<file path="config.mk">
export PLATFORM = sky130hd
export DESIGN_NAME = dit_trace_comparator
export DESIGN_NICKNAME = d
export VERILOG_FILES = /design/src/rtl/dit_trace_comparator.sv
export SDC_FILE = /design/constraint.sdc
export NUM_CORES = 1
export LEC_CHECK = 0
export BUFFER_PORTS_ARGS = -buffer_cell sky130_fd_sc_hd__buf_2
export CORE_ASPECT_RATIO = 1.1
export CORE_MARGIN = 2
export CORE_UTILIZATION = 44
export DETAILED_ROUTE_END_ITERATION = 10
export HOLD_SLACK_MARGIN = 0.12
export PLACE_DENSITY = 0.86
export SLEW_MARGIN = 40
export SYNTH_ARGS = -nofsm -noshare
export SYNTH_HDL_FRONTEND = slang
export SYNTH_SLANG_ARGS = --single-unit
export TNS_END_PERCENT = 30
</file>
<file path="constraint.sdc">
create_clock -name clk -period 2.3 [get_ports clk]
set_input_delay 0.46 -clock clk [delete_from_list [all_inputs] [get_ports clk]]
set_output_delay 0.46 -clock clk [all_outputs]
set_load 0.1 [all_outputs]
</file>
<file path="src/rtl/dit_trace_comparator.sv">
// Dual-copy control trace comparator.
// Two copies of a control trace are compared lane by lane on each valid
// sample. After a warm-up of WARMUP valid samples the comparator arms. On
// the first differing sample it latches which lanes differed, the cycle
// count at that moment and both traces, and then stays failed until
// rst or clear.
module dit_trace_comparator #(
  parameter int WIDTH  = 16,
  parameter int LANES  = 4,
  parameter int WARMUP = 2,
  parameter int CNT_W  = 16
) (
  input  logic                   clk,
  input  logic                   rst,
  input  logic                   valid,
  input  logic                   clear,
  input  logic [LANES-1:0]       lane_en,
  input  logic [LANES*WIDTH-1:0] trace_a,
  input  logic [LANES*WIDTH-1:0] trace_b,
  output logic                   armed,
  output logic                   mismatch,
  output logic [LANES-1:0]       mismatch_lanes,
  output logic [CNT_W-1:0]       cycle_cnt,
  output logic [CNT_W-1:0]       first_cycle,
  output logic [LANES*WIDTH-1:0] snap_a,
  output logic [LANES*WIDTH-1:0] snap_b
);

  localparam logic [1:0] ST_WARM   = 2'd0;
  localparam logic [1:0] ST_ARMED  = 2'd1;
  localparam logic [1:0] ST_FAILED = 2'd2;

  // With no warm-up requested the comparator comes out of reset armed.
  localparam logic [1:0] ST_INIT   = (WARMUP == 0) ? ST_ARMED : ST_WARM;
  // Warm counter value on the last ignored sample.
  localparam logic [7:0] WARM_LAST = (WARMUP == 0) ? 8'd0 : 8'(WARMUP - 1);
  localparam logic [CNT_W-1:0] CNT_MAX = '1;

  logic [1:0]             state_q, state_d;
  logic [7:0]             warm_q, warm_d;
  logic                   armed_q, armed_d;
  logic                   mismatch_q, mismatch_d;
  logic [LANES-1:0]       lanes_q, lanes_d;
  logic [CNT_W-1:0]       cnt_q, cnt_d;
  logic [CNT_W-1:0]       first_q, first_d;
  logic [LANES*WIDTH-1:0] snap_a_q, snap_a_d;
  logic [LANES*WIDTH-1:0] snap_b_q, snap_b_d;
  logic [LANES-1:0]       diff;

  // Per-lane difference, masked by the lane enables.
  always_comb begin
    // NOTE: every combinational output gets a default first so no path
    // leaves it unassigned, which would otherwise infer a latch.
    diff = '0;
    for (int k = 0; k < LANES; k++) begin
      diff[k] = lane_en[k] & (trace_a[k*WIDTH +: WIDTH] != trace_b[k*WIDTH +: WIDTH]);
    end
  end

  // Next-state logic; nothing moves on a cycle without a valid sample.
  always_comb begin
    state_d  = state_q;
    warm_d   = warm_q;
    lanes_d  = lanes_q;
    cnt_d    = cnt_q;
    first_d  = first_q;
    snap_a_d = snap_a_q;
    snap_b_d = snap_b_q;
    if (valid) begin
      case (state_q)
        ST_WARM: begin
          warm_d = warm_q + 8'd1;
          if (warm_q == WARM_LAST) state_d = ST_ARMED;
        end
        ST_ARMED: begin
          if (|diff) begin
            state_d  = ST_FAILED;
            lanes_d  = diff;
            first_d  = cnt_q;
            snap_a_d = trace_a;
            snap_b_d = trace_b;
          end
        end
        ST_FAILED: state_d = ST_FAILED;
        default:   state_d = ST_INIT;
      endcase
      if ((state_q == ST_ARMED || state_q == ST_FAILED) && cnt_q != CNT_MAX) begin
        cnt_d = cnt_q + 1'b1;
      end
    end
    armed_d    = (state_d == ST_ARMED) || (state_d == ST_FAILED);
    mismatch_d = (state_d == ST_FAILED);
  end

  // State and output registers; rst and clear both restart everything.
  always_ff @(posedge clk) begin
    // NOTE: sequential state uses non-blocking assignments so every
    // register samples pre-edge values, independent of statement order.
    if (rst || clear) begin
      state_q    <= ST_INIT;
      warm_q     <= '0;
      armed_q    <= (WARMUP == 0);
      mismatch_q <= 1'b0;
      lanes_q    <= '0;
      cnt_q      <= '0;
      first_q    <= '0;
      snap_a_q   <= '0;
      snap_b_q   <= '0;
    end else begin
      state_q    <= state_d;
      warm_q     <= warm_d;
      armed_q    <= armed_d;
      mismatch_q <= mismatch_d;
      lanes_q    <= lanes_d;
      cnt_q      <= cnt_d;
      first_q    <= first_d;
      snap_a_q   <= snap_a_d;
      snap_b_q   <= snap_b_d;
    end
  end

  assign armed          = armed_q;
  assign mismatch       = mismatch_q;
  assign mismatch_lanes = lanes_q;
  assign cycle_cnt      = cnt_q;
  assign first_cycle    = first_q;
  assign snap_a         = snap_a_q;
  assign snap_b         = snap_b_q;

endmodule

</file>
==> flow_summary.json <==
{
  "status": "finished, final reports clean",
  "syn_nets": 1041,
  "max-vdd-ir-drop_mv": 0.472,
  "grt_max_degree": 140,
  "required_ns": 2.66,
  "drc": 0,
  "critPathCapture": "armed$_SDFF_PP0_",
  "synth.cell_area_sq_um": 7350,
  "synth_edf_count": 0,
  "hold_slack_ns": 0.283,
  "yosys-top-cells-area": "dfxtp_1 48%, nand3_1 10%, xnor2_1 9.2%, nand2_1 8.1%, o21ai_1 5.5%",
  "ys_ff_latch": 176,
  "rr_worst_depth": 6,
  "start_util": 0.449,
  "die-area_sq_um": 17800,
  "core-area_sq_um": 16400,
  "numCtsBuffers": 17,
  "critPathLaunchType": "primary input",
  "yosysTopAreaCellShare": 0.479,
  "cp_max_fo": 2,
  "io_buffers": 301,
  "drive_above_1_share": 0.348,
  "r2r_slack_ns": 0.16,
  "worst-path-stages": 9,
  "wl_per_cell_microns": 15.0,
  "yosysSeqAreaShare": 0.479,
  "clock_path_buffers": 2,
  "post_cts_buffers": 0,
  "io_pins": 302,
  "cp_slowest_cell": "o41ai_4",
  "leakage_nw": 4.32,
  "die_h_microns": 140,
  "n_antenna_cell": 0,
  "clock_latency_ns": 0.42,
  "gp_congestion": 0.865,
  "cts_max_level": 4,
  "routed_via_density": 5.19,
  "antenna_found_initial": 0,
  "syn_avg_cell_area_sq_um": 8.19,
  "cts-root-buf": "clkbuf_16",
  "worstSetupPathType": "in -> reg",
  "ys_warn_count": 0,
  "cts.sinks": 176,
  "hold_buffers": 0,
  "gr-total-overflow": 0,
  "ys_types": 37,
  "syn2layout_area_growth_pct": 37.1,
  "final.setup.tns_ns": 0,
  "wirelength_microns": 21400,
  "drtIter0Drc": 483,
  "cpPeakStageDelay_ns": 0.44,
  "hold_viol": 0,
  "dr.pass1.iters": 6,
  "synth_top_area_cell": "dfxtp_1",
  "cts_tree": "built",
  "rows": 49,
  "grt_usage": 0.234,
  "min_path_type": "in -> reg",
  "drv_cap": 0,
  "worst_pin_slew_ns": 0.584,
  "rsz0062_at_grt": "false",
  "final.min_clock_period_ns": 2.19,
  "grt_pass1_vias": 6897,
  "setup_violations": 0,
  "skew_ns": 0.00753,
  "final_cells": 1428,
  "finalCritPeriodShare": 0.951,
  "startpoint": "trace_b[63]",
  "synthCells": 897,
  "worstPathArrival_ns": 2.55,
  "synthArstFlopShare": 0,
  "timing.final.max_slew_violations": 0,
  "place_inst": 1396,
  "rr_endpoint": "cycle_cnt[13]$_SDFFE_PP0P_",
  "path_buf_inv": 1,
  "vias": 7418,
  "crit_family": "simple AND/OR/NAND/NOR gates",
  "drt.antenna.violating_nets": 0,
  "synthTopCellsByCount": "176 x dfxtp_1, 159 x nand2_1, 151 x nand3_1",
  "die_w_microns": 127,
  "clk_pin_slew_ns": 0.07,
  "end_kind": "flip-flop",
  "fmax_mhz": 457,
  "grt_pass1_wl_microns": 33900,
  "cp_cell_sequence": "buf_2, xnor2_1, nand4_1, o41ai_4, nand4_1, nor4_2, nor2_1, ha_1, nor2_1",
  "yosys_most_used_dff": "dfxtp_1",
  "relSlewSlack": 0.611,
  "power_density_nw_per_um2": 650,
  "dp_hpwl_microns": 15900,
  "yosysMostFrequentCell": "dfxtp_1",
  "finalNetCount": 1355
}
-- repair_timing --
action	CTS	global route
pin swaps	3	2
resized for setup	3	2
endpoints found under the setup margin	2	35
-- kinds of logic after synthesis --
group	share of synthesized area
and+or+nand+nor	0.238
adders and majority gates	0.0136
DFF	0.479
muxes	0.00136
AOI/OAI and AO/OA	0.127
xor gates and xnor gates	0.0989
buffers and inverters	0.0414
-- sequential cells by signal, summed over array words and instances, names as in the netlist, named ones only --
register	count
cycle_cnt	16
warm_q	8
mismatch	1
armed	1
mismatch_lanes	4
state_q	1
snap_a	64
first_cycle	16
snap_b	64
-- routing by layer --
layer	wire, microns	vias to the layer above	global-route usage
met5	0	-	0
met4	686	0	0.0966
met3	1420	48	0.0561
met2	10600	273	0.401
met1	8690	3414	0.282
li1	-	3683	-
-- cell usage in the layout, fill, tap and decap left out, drive strengths merged, types with 2 or more instances in the layout --
master and instances:
a21oi 6, and2 2, and3 2, buf 364, bufinv 2, clkbuf 19
clkinv 5, dfxtp 176, ha 8, inv 14, nand2 159, nand3 151
nand4 20, nor2 29, nor3 3, nor4 4, o21ai 151, o41ai 4
or2 2, or3 6, or4 2, xnor2 77, xor2 6
-- through the flow --
| step | setup WS [ns] | area, sq um | power [mW] | util |
|---|---|---|---|---|
| 2_1_floorplan | 0.00704 | 7380 | 3.38 | - |
| 3_3_place_gp | -0.365 | 9430 | 3.67 | 0.576 |
| 3_5_place_dp | -0.460 | 9430 | 3.68 | 0.576 |
| 4_1_cts | 0.00684 | 10100 | 6.61 | 0.614 |
| 5_1_grt | 0.00243 | 10100 | 6.77 | 0.615 |
| 6_report | 0.112 | 10100 | 6.55 | 0.615 |
-- final cells by class --
cell class | count | area (sq um)
Clock buffer | 19 | 454
Clock inverter | 13 | 150
Fill cell | 1407 | 6290
Inverter | 9 | 33.8
Multi-Input combinational cell | 643 | 3590
Sequential cell | 176 | 3550
Tap cell | 204 | 255
Timing Repair Buffer | 364 | 2040
-- worst min path at each step --
stage	start	endpoint	slack, ns	depth (start not counted)
2_1_floorplan	warm_q[7]$_SDFFE_PP0P_	warm_q[7]$_SDFFE_PP0P_	0.48	2
3_3_place_gp	snap_a[58]$_SDFFE_PP0P_	snap_a[58]$_SDFFE_PP0P_	0.43	2
3_5_place_dp	snap_a[6]$_SDFFE_PP0P_	snap_a[6]$_SDFFE_PP0P_	0.44	2
4_1_cts	trace_b[13]	snap_b[13]$_SDFFE_PP0P_	0.27	3
5_1_grt	trace_a[63]	snap_a[63]$_SDFFE_PP0P_	0.28	3
6_report	trace_a[55]	snap_a[55]$_SDFFE_PP0P_	0.28	3
-- worst reg2reg max path, stage by stage (launching register included) --
cell      delay (ns)
dfxtp_1         0.43
inv_1           0.09
ha_1            0.34
o311ai_4        0.12
or4_4           0.54
or3_2           0.42
a21oi_1         0.14
-- power by group --
group	internal [mW]	switching [mW]	total, mW
Clock	1.69	1.25	2.94
Sequential	3.05	0.00403	3.05
Combinational	0.253	0.311	0.564
Total	4.99	1.56	6.55
Note: power is estimated with default switching activity, not from simulation.
